--- config.mk ---
export PLATFORM = sky130hd
export DESIGN_NAME = bias_rail_sequencer
export DESIGN_NICKNAME = d
export VERILOG_FILES = /design/src/rtl/bias_rail_sequencer.sv
export SDC_FILE = /design/constraint.sdc
export NUM_CORES = 1
export LEC_CHECK = 0
export ABC_AREA = 1
export CORE_MARGIN = 2
export CORE_UTILIZATION = 55
export CTS_CLUSTER_DIAMETER = 40
export DETAILED_ROUTE_END_ITERATION = 6
export PLACE_DENSITY_LB_ADDON = 0.12
export SLEW_MARGIN = 30
export SYNTH_ARGS = -nofsm -noshare
export SYNTH_HDL_FRONTEND = slang
export SYNTH_SLANG_ARGS = --single-unit
export TNS_END_PERCENT = 5
--- constraint.sdc ---
create_clock -name clk -period 2.11 [get_ports clk]
set_clock_uncertainty 0.2 [all_clocks]
set_input_delay 0.422 -clock clk [delete_from_list [all_inputs] [get_ports clk]]
set_output_delay 0.422 -clock clk [all_outputs]
set_load 0.05 [all_outputs]
--- src/rtl/bias_rail_sequencer.sv ---
// Break-before-make bias-rail sequencer: walks rail switch selects between table-defined modes.
// Define BIAS_SEQ_PGOOD_EN to compile in power-good supervision and the latched FAULT state.
module bias_rail_sequencer #(
    parameter int                           N_RAILS       = 3,
    parameter int                           N_MODES       = 4,
    parameter logic [N_MODES*N_RAILS-1:0]   MODE_TABLE    = 12'hCC8,
    parameter int                           BREAK_CYCLES  = 100,
    parameter int                           SETTLE_CYCLES = 1000,
    parameter int                           MODE_W        = (N_MODES > 1) ? $clog2(N_MODES) : 1
) (
    input  logic               clk,
    input  logic               rst_n,
    input  logic               req_valid,
    input  logic [MODE_W-1:0]  req_mode,
    output logic               req_ready,
    output logic [N_RAILS-1:0] rail_sel,
    output logic [MODE_W-1:0]  cur_mode,
    output logic               busy,
    output logic               mode_valid,
    output logic               done,
    output logic               req_err,
    input  logic [N_RAILS-1:0] rail_pgood,
    output logic               fault,
    input  logic               fault_clr
);

    localparam int CNT_MAX = (BREAK_CYCLES > SETTLE_CYCLES) ? BREAK_CYCLES : SETTLE_CYCLES;
    localparam int CNT_W   = $clog2(CNT_MAX + 1);

    typedef enum logic [2:0] {
        IDLE  = 3'd0,
        BREAK = 3'd1,
        MAKE  = 3'd2,
        READY = 3'd3,
        FAULT = 3'd4
    } state_t;

    state_t             state, state_n;
    logic [CNT_W-1:0]   cnt, cnt_n;
    logic [N_RAILS-1:0] rail_n;
    logic [MODE_W-1:0]  cur_n, tgt_mode, tgt_n;
    logic               done_n, err_n;
    logic               accept, req_bad;
    logic [N_RAILS-1:0] req_rails, tgt_rails;
    logic               ready_trip, make_trip, clr;

    function automatic logic [N_RAILS-1:0] mode_rails(input logic [MODE_W-1:0] m);
        mode_rails = '0;
        for (int i = 0; i < N_MODES; i++)
            if (m == MODE_W'(i))
                mode_rails = MODE_TABLE[i*N_RAILS +: N_RAILS];
    endfunction

    assign req_rails  = mode_rails(req_mode);
    assign tgt_rails  = mode_rails(tgt_mode);
    assign req_ready  = (state == IDLE) || (state == READY);
    assign busy       = (state == BREAK) || (state == MAKE);
    assign mode_valid = (state == READY);
    assign accept     = req_valid && req_ready;
    // Extra bit so the range check still works when N_MODES is a power of two filling MODE_W.
    assign req_bad    = {1'b0, req_mode} >= (MODE_W+1)'(N_MODES);

`ifdef BIAS_SEQ_PGOOD_EN
    assign ready_trip = (state == READY) && (rail_pgood != rail_sel);
    assign make_trip  = (rail_pgood != tgt_rails);
    assign clr        = fault_clr;
    assign fault      = (state == FAULT);
`else
    logic unused_pgood;
    assign unused_pgood = ^{rail_pgood, fault_clr};
    assign ready_trip   = 1'b0;
    assign make_trip    = 1'b0;
    assign clr          = 1'b0;
    assign fault        = 1'b0;
`endif

    // NOTE: every output of this block gets a default first, so no path can infer a latch.
    always_comb begin
        state_n = state;
        cnt_n   = cnt;
        rail_n  = rail_sel;
        cur_n   = cur_mode;
        tgt_n   = tgt_mode;
        done_n  = 1'b0;
        err_n   = 1'b0;
        case (state)
            IDLE, READY: begin
                if (ready_trip) begin
                    state_n = FAULT;
                    rail_n  = '0;
                end else if (accept) begin
                    if (req_bad) begin
                        err_n = 1'b1;
                    end else if (state == READY && req_mode == cur_mode) begin
                        done_n = 1'b1;
                    end else begin
                        // Break phase only opens switches: keep rails shared with the target.
                        state_n = BREAK;
                        tgt_n   = req_mode;
                        cnt_n   = CNT_W'(BREAK_CYCLES - 1);
                        rail_n  = rail_sel & req_rails;
                    end
                end
            end
            BREAK: begin
                if (cnt == '0) begin
                    state_n = MAKE;
                    cnt_n   = CNT_W'(SETTLE_CYCLES - 1);
                    rail_n  = tgt_rails;
                    cur_n   = tgt_mode;
                end else begin
                    cnt_n = cnt - 1'b1;
                end
            end
            MAKE: begin
                if (cnt == '0) begin
                    if (make_trip) begin
                        state_n = FAULT;
                        rail_n  = '0;
                    end else begin
                        state_n = READY;
                        done_n  = 1'b1;
                    end
                end else begin
                    cnt_n = cnt - 1'b1;
                end
            end
            FAULT: begin
                rail_n = '0;
                if (clr)
                    state_n = IDLE;
            end
            default: begin
                state_n = IDLE;
                rail_n  = '0;
            end
        endcase
    end

    // NOTE: sequential state uses non-blocking assignments so all registers update together.
    always_ff @(posedge clk or negedge rst_n) begin
        if (!rst_n) begin
            state    <= IDLE;
            cnt      <= '0;
            rail_sel <= '0;
            cur_mode <= '0;
            tgt_mode <= '0;
            done     <= 1'b0;
            req_err  <= 1'b0;
        end else begin
            state    <= state_n;
            cnt      <= cnt_n;
            rail_sel <= rail_n;
            cur_mode <= cur_n;
            tgt_mode <= tgt_n;
            done     <= done_n;
            req_err  <= err_n;
        end
    end

endmodule

* Yosys cells after proc, flatten, opt, wreduce, memory -nomap -nowiden
Index checks and enable logic that the tools add are counted.
** Word-level totals
- Register bits after elaboration :: 21
- Bits of input ports :: 9
** Operators by class
- Bitwise logic cells :: 4
- Equal/unequal tests :: 16
- Reduce and logical (&&, ||, !) cells :: 13
- Add/subtract/negate cells :: 1
- Mux-type cells :: 24
** Operators by type and width (number)
- two-way mux 10 bit :: 4
- case mux 10 bit (3 select lines) :: 1
- two-way mux 3 bit :: 9
- case mux 3 bit (4 select lines) :: 1
- logical NOT 10 bit :: 1
- subtractor 10 x 1 -> 10 bit (second input constant) :: 1
- case mux 3 bit (3 select lines) :: 1
- == test 2 bit (second input constant) :: 4
- AND reduction 4 bit :: 2
- == test 3 x 2 -> 1 bit (second input constant) :: 2
- inequality test 2 bit (second input constant) :: 3
- two-way mux 1 bit :: 5
- AND reduction 5 bit :: 1
- == test 2 x 1 -> 1 bit (second input constant) :: 2
- two-way mux 2 bit :: 2
- inequality test 2 x 1 -> 1 bit (second input constant) :: 2
- bitwise AND 3 bit :: 1
- == test 3 x 1 -> 1 bit (second input constant) :: 1
- == test 3 bit (second input constant) :: 1
- logical NOT 3 bit :: 1
- NOT 1 bit :: 3
- AND reduction 3 bit :: 1
- nonzero test 3 bit :: 1
- == test 2 bit :: 1
- other kinds (5) :: 7

* Longest topological paths before layout
Gate-level depths: netlist of the first run.
- Word-level depth :: 8
- Mapped depth :: 11
- Gate-level depth less buffers :: 11

* Worst setup path before layout of the first run
No wires, ideal clock.
- Path type :: flip-flop to flip-flop
- From :: register state[0]
- To :: register cnt[3]
- Slack :: -0.171 ns
- Arrival time :: 1.963 ns
- Library setup time :: 0.118 ns
- Required time :: 1.792 ns
- Stages on the path, launching flop included :: 10
- Path through :: dfrtp_1 -> inv_1 -> ha_1 -> buf_4 -> inv_2 -> or2_2 -> nand2_1 -> nor2_4 -> nand3_1 -> nand2_1
** On the way
- Word-level cells in the longest chain between the ends :: 5
- Elaborated cells between the ends (all ways) :: 14
- Classes of those cells :: eq/ne (6); mux (1); reduce/logical (7)
** RTL lines
- start: declaration :: RTL line 38 : state_t state, state_n;
- start signal: assignment :: RTL line 151 : state <= state_n;
- == test 3 x 2 -> 1 bit or logical NOT 3 bit (tied branches) :: RTL line 56 : assign req_ready = (state == IDLE) || (state == READY);
- logical OR 1 bit * :: RTL line 56
- named net req_ready :: RTL line 15 : output logic req_ready,
- logical AND 1 bit * :: RTL line 59 : assign accept = req_valid && req_ready;
- inequality test 2 bit (no source line) *
- AND reduction 4 bit (no source line) *
- end signal: assignment :: RTL line 152 : cnt <= cnt_n;
- end: declaration :: RTL line 39 : logic [CNT_W-1:0] cnt, cnt_n;
Mark *: on every way through the listed nets, which the timed path passes. The rest lies on a longest branch.
A chain may end at the register's enable or synchronous reset.

* Final worst setup path of the first run
- From :: register state[0]
- To :: output port req_ready
** On the way
- Word-level cells in the longest chain between the ends :: 2
- Elaborated cells between the ends (all ways) :: 3
- Classes of those cells :: eq/ne (1); reduce/logical (2)
** RTL lines (RTL line)
- == test 3 x 2 -> 1 bit or logical NOT 3 bit (tied branches) :: 56
- logical OR 1 bit * :: 56
- end: declaration :: 15
Every way passes the cells marked *; elsewhere a longest branch is shown, timed or not.

==> flow_metrics.py, run 1 <==
metrics = {
    "global_routing": {
        "antenna_found_initial": 0,
        "grt_pass1_wl_um": 5950,
        "first_global_vias": 1364,
        "grt_overflow": 0,
        "grt.total_usage_pct": 23.4,
        "grt_max_degree": 21,
    },
    "finish": {
        "final_cell_mix": "nand2_1, inv_1, dfrtp_1",
        "area_delta_synth_final_pct": 17.5,
        "drive_above_1_share_pct": 19.0,
        "final_common_cell": "nand2_1",
        "antenna_cells": 0,
        "fin_nets": 246,
        "fin_cells": 256,
        "final_area_mm2": 0.00177,
    },
    "clock_tree": {
        "htreeDepth": 1,
        "cts_sinks": 20,
        "cts.clk_slew.worst_paths_ns": 0.12,
        "cts.path.max_buffers": 2,
        "tritoncts": "yes",
        "cts_setup_buffers": 0,
        "ctsResizeCount": 0,
        "clock_latency_ns": 0.30,
        "cts_buffers": 3,
        "cts_root_buffer": "clkbuf_4",
        "ctsHoldBuffers": 0,
    },
    "power_and_ir_drop": {
        "p_sw_w": 0.00174,
        "power_w": 0.00329,
        "sw_frac_of_total_pct": 52.8,
        "power_frac_comb_pct": 69.0,
        "ir_worst_vdd_v": 0.00138,
        "cellLeakagePower_nw": 0.933,
        "internal_power_w": 0.00155,
        "power_density_mw_per_mm2": 1860,
        "p_clk_share_pct": 9.5,
        "p_seq_share_pct": 21.4,
    },
    "synth": {
        "ys_seq_area_share_pct": 33.3,
        "yosys_warnings": 0,
        "yosys.area.top_type": "dfrtp_1",
        "syn_avg_cell_area_um2": 7.29,
        "synthTopCellsByArea": "dfrtp_1, nand2_1, ha_1",
        "syn_area_mm2": 0.00150,
        "synth_cell_types": 28,
        "syn_inst": 206,
        "synth_seq_cells": 20,
        "post-synth-top-area-fraction_pct": 33.3,
    },
    "routing": {
        "dr.first_iter.drc_count": 71,
        "routedWlPerCell_um": 12.8,
        "wirelength_um": 3280,
        "ant_nets": 0,
        "num_vias": 1364,
        "viasPerCell": 5.33,
        "dr.pass1.iters": 4,
        "drc_errors": 0,
    },
    "sta": {
        "whs_ns": 0.236,
        "rsz0062_at_grt": "false",
        "period_needed_ns": 2.01,
        "finalSetupViolations": 0,
        "max_freq_mhz": 498,
        "slew_viol_final": 0,
        "setup_tns_ns": 0,
        "min_period_over_period_pct": 95.1,
        "finalHoldViolations": 0,
    },
    "place": {
        "portBuffers": 13,
        "globalplace.congestion": 0.910,
        "post-place-cells": 250,
        "dp_hpwl_um": 2490,
        "placed_area_mm2": 0.00170,
    },
    "job": {
        "cap_violations": 0,
    },
    "floorplanning": {
        "start_util_pct": 59.6,
        "core_area_mm2": 0.00252,
        "die_w_um": 56.3,
        "fp.dieH_um": 56.3,
        "io_pins": 20,
        "num_rows": 18,
        "dieArea_mm2": 0.00317,
    },
    "hold_path": {
        "timing.hold.worst.class": "in -> async",
    },
    "outcome": {
        "status": "finished clean",
    },
    "critical_path": {
        "reg2reg_from": "state[0]$_DFFE_PN0P_",
        "worstPathMaxFanout": 9,
        "path_class": "reg -> out",
        "cp-start-kind": "flip-flop",
        "required_ns": 1.49,
        "startpoint": "state[0]$_DFFE_PN0P_",
        "worstSetupEndpointType": "output pin",
        "r2r_slack_ns": 0.23,
        "worstPathArrival_ns": 1.39,
    },
}
[final timing paths]
check	endpoint	cells past startpoint
max	req_ready	4
min	cnt[9]$_DFFE_PN0P_	2
max in group asynchronous	cnt[4]$_DFFE_PN0P_	2
min in group clk	rail_sel[0]$_DFFE_PN0P_	2
min reg2reg	rail_sel[0]$_DFFE_PN0P_	2
max reg2reg	state[1]$_DFFE_PN0P_	8
[stage by stage]
step	setup WS, ns	utilization [%]
floorplan	0.0645	-
global placement	0.0663	67.3
detailed placement	0.0143	67.3
CTS	0.0594	69.4
global route	0.0453	70.0
finish	0.103	70.0
[cell type report]
class | instances | area [um^2]
multi-input combinational | 156 | 877
tap | 30 | 37.5
timing repair buffer | 20 | 198
inverter | 26 | 100
clock buffer | 3 | 22.5
sequential | 20 | 500
fill | 212 | 757
clock inverter | 1 | 30.0
[power groups by stage]
stage                     sequential (W)  combinational, W  clock, W
after floorplan                 0.000808           0.00155         0
after detailed placement        0.000712           0.00223         0
after global routing            0.000723           0.00254  0.000343
after global placement          0.000706           0.00217         0
after CTS                       0.000707           0.00223  0.000324
final                           0.000705           0.00227  0.000314
[cells in the mapped netlist]
master,n
conb_1,1
nor2_1,15
nand2_1,66
nand3_2,2
o21ai_2,2
nand2_4,1
buf_4,4
nand3_1,18
ha_1,10
o21ai_0,7
a21oi_1,5
or2_2,1
nor2_4,3
nor2_2,3
inv_1,23
inv_2,2
o211ai_1,2
xnor2_1,1
nand2_2,4
buf_6,1
inv_4,1
xor2_1,1
nand3b_1,2
a21oi_4,1
nand4_1,5
dfrtp_1,20
o21ai_1,3
nand3_4,2
[cell families (layout without fill, tap and decap cells)]
logic type,Yosys count,after routing,share of synthesized area [%]
flops,20,20,33.3
compound gates,20,20,8.24
xor+xnor,2,2,1.17
other cells,1,2,0.250
buf+inv,31,50,9.41
fa+ha+maj,10,10,8.33
simple gates,122,122,39.3
[sequential cells by signal, summed over array words and instances, names as in the netlist]
register / cells
state: 2
tgt_mode: 2
cur_mode: 2
rail_sel: 3
cnt: 10
done: 1
[critical path, cell delays in order (launching register included)]
cell	delay, ns
dfrtp_1	0.41
inv_1	0.09
ha_4	0.27
buf_4	0.17
buf_12	0.15
[per-layer routing]
layer	track usage, %	share of wire [%]
met5	0	0
met4	4.76	0.88
met3	5.30	3.7
met2	39.8	50
met1	30.5	45
Power figures use the tool's default switching activity.
==> run 2, diff against run 1 <==
==> constraint.sdc (replaced) <==
create_clock -name clk -period 2.11 [get_ports clk]
set_clock_uncertainty 0.2 [all_clocks]
set_input_delay 0.5275 -clock clk [delete_from_list [all_inputs] [get_ports clk]]
set_output_delay 0.5275 -clock clk [all_outputs]
set_load 0.05 [all_outputs]
==> flow_metrics.py, run 2 (same netlist as run 1, synthesis figures left out) <==
metrics = {
    "sta": {
        "setup_tns_ns": 0,
        "finalSetupViolations": 0,
        "rsz0062_at_grt": "false",
        "max_freq_mhz": 487,
        "min_period_over_period_pct": 97.2,
        "whs_ns": 0.331,
        "period_needed_ns": 2.05,
        "finalHoldViolations": 0,
        "slew_viol_final": 0,
    },
    "power_and_ir_drop": {
        "sw_frac_of_total_pct": 53.9,
        "p_clk_share_pct": 7.0,
        "internal_power_w": 0.00151,
        "p_seq_share_pct": 21.5,
        "power_density_mw_per_mm2": 1850,
        "p_sw_w": 0.00176,
        "ir_worst_vdd_v": 0.00168,
        "power_frac_comb_pct": 71.5,
        "cellLeakagePower_nw": 0.935,
    },
    "finish": {
        "largest_register_ffs": 10,
        "area_delta_synth_final_pct": 17.6,
        "fill_cells": 206,
        "final_common_cell": "nand2_1",
        "final_cell_mix": "nand2_1, inv_1, dfrtp_1",
        "fin_nets": 248,
        "top_register": "cnt",
        "reg_top3": "cnt x10, rail_sel x3",
        "drive_above_1_share_pct": 19.7,
        "antenna_cells": 0,
    },
    "floorplanning": {
        "start_util_pct": 59.6,
        "dieArea_mm2": 0.00317,
        "fp.dieH_um": 56.3,
        "core_area_mm2": 0.00252,
        "die_w_um": 56.3,
        "io_pins": 20,
        "num_rows": 18,
    },
    "critical_path": {
        "worst-path-buf-inv": 2,
        "reg2reg_from": "state[0]$_DFFE_PN0P_",
        "slowest_delay_ns": 0.46,
        "path_class": "reg -> out",
        "slowest_stage": "dfrtp_1",
        "worstPathArrival_ns": 1.32,
        "cp-start-kind": "flip-flop",
        "r2r_slack_ns": 0.22,
        "path_cells": "ha_4, buf_4, buf_12",
        "required_ns": 1.38,
        "cp_top_family": "flip-flops",
        "worstPathMaxFanout": 4,
        "r2r_cells": 8,
        "r2r_end": "state[1]$_DFFE_PN0P_",
        "worstSetupEndpointType": "output pin",
    },
    "routing": {
        "dr.first_iter.drc_count": 63,
        "dr.pass1.iters": 5,
        "drc_errors": 0,
        "wirelength_um": 3330,
        "viasPerCell": 5.43,
        "routedWlPerCell_um": 12.9,
        "num_vias": 1402,
        "ant_nets": 0,
    },
    "hold_path": {
        "min_path_cells": 2,
        "timing.hold.worst.class": "reg -> reg",
        "holdPathEnd": "cnt[1]$_DFFE_PN0P_",
        "min_from": "cnt[1]$_DFFE_PN0P_",
    },
    "global_routing": {
        "grt_max_degree": 21,
        "grt.total_usage_pct": 23.2,
        "antenna_found_initial": 0,
        "grt_overflow": 0,
        "first_global_vias": 1387,
        "grt_pass1_wl_um": 5910,
    },
    "clock_tree": {
        "cts_buffers": 3,
        "cts_sinks": 20,
        "clock_latency_ns": 0.31,
        "ctsHoldBuffers": 0,
        "cts.path.max_buffers": 2,
        "cts.clk_slew.worst_paths_ns": 0.12,
        "tritoncts": "yes",
        "cts_root_buffer": "clkbuf_4",
        "htreeDepth": 1,
    },
    "place": {
        "globalplace.congestion": 0.886,
        "portBuffers": 13,
        "dp_hpwl_um": 2540,
    },
    "outcome": {
        "status": "finished clean",
    },
    "job": {
        "cap_violations": 0,
    },
}
## run 2: cell count changes in the layout (fill, tap and decap cells not counted), sizes merged
cell and change:
clkbuf +1, bufinv -1, buf +2
## run 2: layout make-up
type / count / area [um^2] / area share [%]
flip-flops and latches: 20 / 500 / 28.3
clock buffers: 4 / 36.3 / 2.05
well taps: 30 / 37.5 / 2.12
inverters: 26 / 103 / 5.81
repair buffers: 22 / 213 / 12.0
multi-input cells: 156 / 877 / 49.6
## run 2: power groups by stage
stage                     Combinational, W  Clock (W)  Sequential, W
final                              0.00234   0.000228       0.000702
after global routing               0.00259   0.000237       0.000729
after CTS                          0.00231   0.000228       0.000703
after detailed placement           0.00224          0       0.000718
after global placement             0.00218          0       0.000706
after floorplan                    0.00155          0       0.000808
## run 2: worst min-delay path, delay by kind of cell, from the launching register on
kind / cells / cell delay [ns]
DFF: 1 / 0.39
and+or+nand+nor: 2 / 0.12
## run 2: how the worst max path moves through the flow
stage,from,to,cells after the start
floorplan,state[0]$_DFFE_PN0P_,cnt[3]$_DFFE_PN0P_,9
global placement,req_mode[0],cnt[5]$_DFFE_PN0P_,12
detailed placement,req_mode[0],cnt[6]$_DFFE_PN0P_,12
CTS,state[1]$_DFFE_PN0P_,busy,3
global route,state[0]$_DFFE_PN0P_,req_ready,4
finish,state[1]$_DFFE_PN0P_,req_ready,3
## run 2: metrics by stage
step / power, W / instances / setup WS (ns) / instance area (um^2) / utilization, %
6_report: 0.00327 / 258 / 0.0585 / 1770 / 70.0
5_1_grt: 0.00356 / 258 / 0.0251 / 1770 / 70.0
4_1_cts: 0.00324 / 258 / 0.0236 / 1760 / 69.9
3_5_place_dp: 0.00295 / 251 / -0.0766 / 1710 / 67.6
3_3_place_gp: 0.00288 / 251 / -0.0348 / 1710 / 67.6
2_1_floorplan: 0.00235 / 207 / 0.0645 / 1520 / -
## run 2: routing by layer
metal | track usage, % | vias up | wire (um)
li1 | - | 696 | -
met1 | 29.9 | 654 | 1490
met2 | 40.7 | 45 | 1640
met3 | 2.53 | 7 | 153
met4 | 7.14 | 0 | 46
met5 | 0 | - | 0
## run 2: timing repair
item                       4_1_cts  5_1_grt
gates cloned                     0        0
pin swaps                        1        0
buffers inserted                 3        0
resized for setup                0        1
setup endpoints to repair        1        1
==> run 3, diff against run 2 <==
- CORE_UTILIZATION: 55 -> 57
- CTS_BUF_LIST: unset -> sky130_fd_sc_hd__clkbuf_8
==> flow_metrics.py, run 3 (same netlist as run 1, synthesis figures left out) <==
metrics = {
    "outcome": {
        "status": "finished clean",
    },
    "finish": {
        "area_delta_synth_final_pct": 16.4,
        "reg_top3": "cnt x10, rail_sel x3",
        "drive_above_1_share_pct": 18.3,
        "fin_util_pct": 70.6,
        "top_register": "cnt",
        "fin_nets": 245,
        "fin_cells": 254,
        "fill_cells": 203,
        "final_cell_mix": "nand2_1, inv_1, dfrtp_1",
        "antenna_cells": 0,
        "largest_register_ffs": 10,
        "final_common_cell": "nand2_1",
    },
    "global_routing": {
        "grt_overflow": 0,
        "first_global_vias": 1296,
        "grt.total_usage_pct": 22.9,
        "grt_max_degree": 21,
        "grt_pass1_wl_um": 5680,
        "antenna_found_initial": 0,
    },
    "clock_tree": {
        "cts.clk_slew.worst_paths_ns": 0.07,
        "cts.path.max_buffers": 2,
        "cts_buffers": 3,
        "htreeDepth": 1,
        "clock_latency_ns": 0.26,
        "cts_root_buffer": "clkbuf_8",
        "ctsHoldBuffers": 0,
        "cts_sinks": 20,
        "tritoncts": "yes",
    },
    "job": {
        "cap_violations": 0,
    },
    "critical_path": {
        "endpoint": "busy",
        "required_ns": 1.38,
        "cp-start-kind": "flip-flop",
        "worstPathMaxFanout": 10,
        "startpoint": "state[1]$_DFFE_PN0P_",
        "path_class": "reg -> out",
        "worstSetupEndpointType": "output pin",
        "r2r_cells": 10,
        "r2r_slack_ns": 0.30,
        "r2r_end": "cnt[3]$_DFFE_PN0P_",
        "reg2reg_from": "state[0]$_DFFE_PN0P_",
        "worstPathArrival_ns": 1.33,
    },
    "hold_path": {
        "timing.hold.worst.class": "reg -> reg",
    },
    "routing": {
        "dr.first_iter.drc_count": 43,
        "wirelength_um": 3250,
        "routedWlPerCell_um": 12.8,
        "dr.pass1.iters": 4,
        "ant_nets": 0,
        "drc_errors": 0,
        "viasPerCell": 5.33,
        "num_vias": 1355,
    },
    "sta": {
        "max_freq_mhz": 487,
        "whs_ns": 0.314,
        "setup_tns_ns": 0,
        "rsz0062_at_grt": "false",
        "period_needed_ns": 2.05,
        "slew_viol_final": 0,
        "finalHoldViolations": 0,
        "min_period_over_period_pct": 97.3,
        "finalSetupViolations": 0,
        "timing.final.ws_setup_ns": 0.0574,
    },
    "power_and_ir_drop": {
        "ir_worst_vdd_v": 0.00218,
        "power_density_mw_per_mm2": 1850,
        "internal_power_w": 0.00150,
        "sw_frac_of_total_pct": 53.6,
        "p_sw_w": 0.00174,
        "p_seq_share_pct": 21.6,
        "cellLeakagePower_nw": 0.922,
        "power_frac_comb_pct": 70.7,
        "p_clk_share_pct": 7.7,
    },
    "floorplanning": {
        "fp.dieH_um": 55.3,
        "die_w_um": 55.3,
        "core_area_mm2": 0.00248,
        "dieArea_mm2": 0.00306,
        "num_rows": 18,
        "start_util_pct": 60.7,
        "io_pins": 20,
    },
    "place": {
        "post-place-cells": 250,
        "portBuffers": 13,
        "dp_hpwl_um": 2460,
        "dp_worst_setup_slack_ns": -0.0594,
        "globalplace.congestion": 0.829,
    },
}
[run 3: changes by cell type in the layout (fill, tap and decap cells not counted)]
cell      change
buf_4         -3
clkbuf_4      -3
clkbuf_8      +2
[run 3: final cells by class]
type	instances	area (um^2)	share of cell area, %
Multi-Input combinational cell	156	877	50.1
Timing Repair Buffer	19	190	10.9
Tap cell	30	37.5	2.15
Sequential cell	20	500	28.6
Inverter	26	103	5.87
Clock buffer	3	41.3	2.36
[run 3: layer usage]
layer	GRT usage, %	vias up	share of wire (%)
met1	29.5	625	45
met4	11.5	0	1.3
li1	-	689	-
met3	3.98	6	3.8
met5	0	-	0
met2	36.9	35	50
[run 3: worst min path at each step]
| stage | from | to | cells after the start |
|---|---|---|---|
| floorplan | rst_n | cnt[0]$_DFFE_PN0P_ | 0 |
| global placement | rail_sel[0]$_DFFE_PN0P_ | rail_sel[0]$_DFFE_PN0P_ | 2 |
| detailed placement | rail_sel[2]$_DFFE_PN0P_ | rail_sel[2]$_DFFE_PN0P_ | 2 |
| CTS | rail_sel[2]$_DFFE_PN0P_ | rail_sel[2]$_DFFE_PN0P_ | 2 |
| global route | rail_sel[2]$_DFFE_PN0P_ | rail_sel[2]$_DFFE_PN0P_ | 2 |
| finish | rail_sel[2]$_DFFE_PN0P_ | rail_sel[2]$_DFFE_PN0P_ | 2 |
[run 3: timing repair]
action	CTS	global route
buffers inserted	1	0
hold endpoints to repair	0	0
pin swaps	0	1
gates resized for setup	0	1
endpoints found under the setup margin	1	1
[run 3: critical path, cell delays in order (launching register included)]
cell	delay, ns
dfrtp_1	0.44
ha_4	0.38
inv_4	0.09
buf_12	0.15
[run 3: power groups by stage]
| stage | registers (W) | clock network (W) | logic [W] |
|---|---|---|---|
| final | 0.000699 | 0.000250 | 0.00229 |
| after global routing | 0.000721 | 0.000274 | 0.00251 |
| after CTS | 0.000696 | 0.000259 | 0.00228 |
| after detailed placement | 0.000711 | 0 | 0.00224 |
| after global placement | 0.000702 | 0 | 0.00219 |
| after floorplan | 0.000808 | 0 | 0.00155 |
[run 3: per-stage QoR]
stage / total power [W] / instance area, um^2
floorplan: 0.00235 / 1520
global placement: 0.00289 / 1700
detailed placement: 0.00295 / 1700
CTS: 0.00324 / 1750
global route: 0.00350 / 1750
finish: 0.00324 / 1750
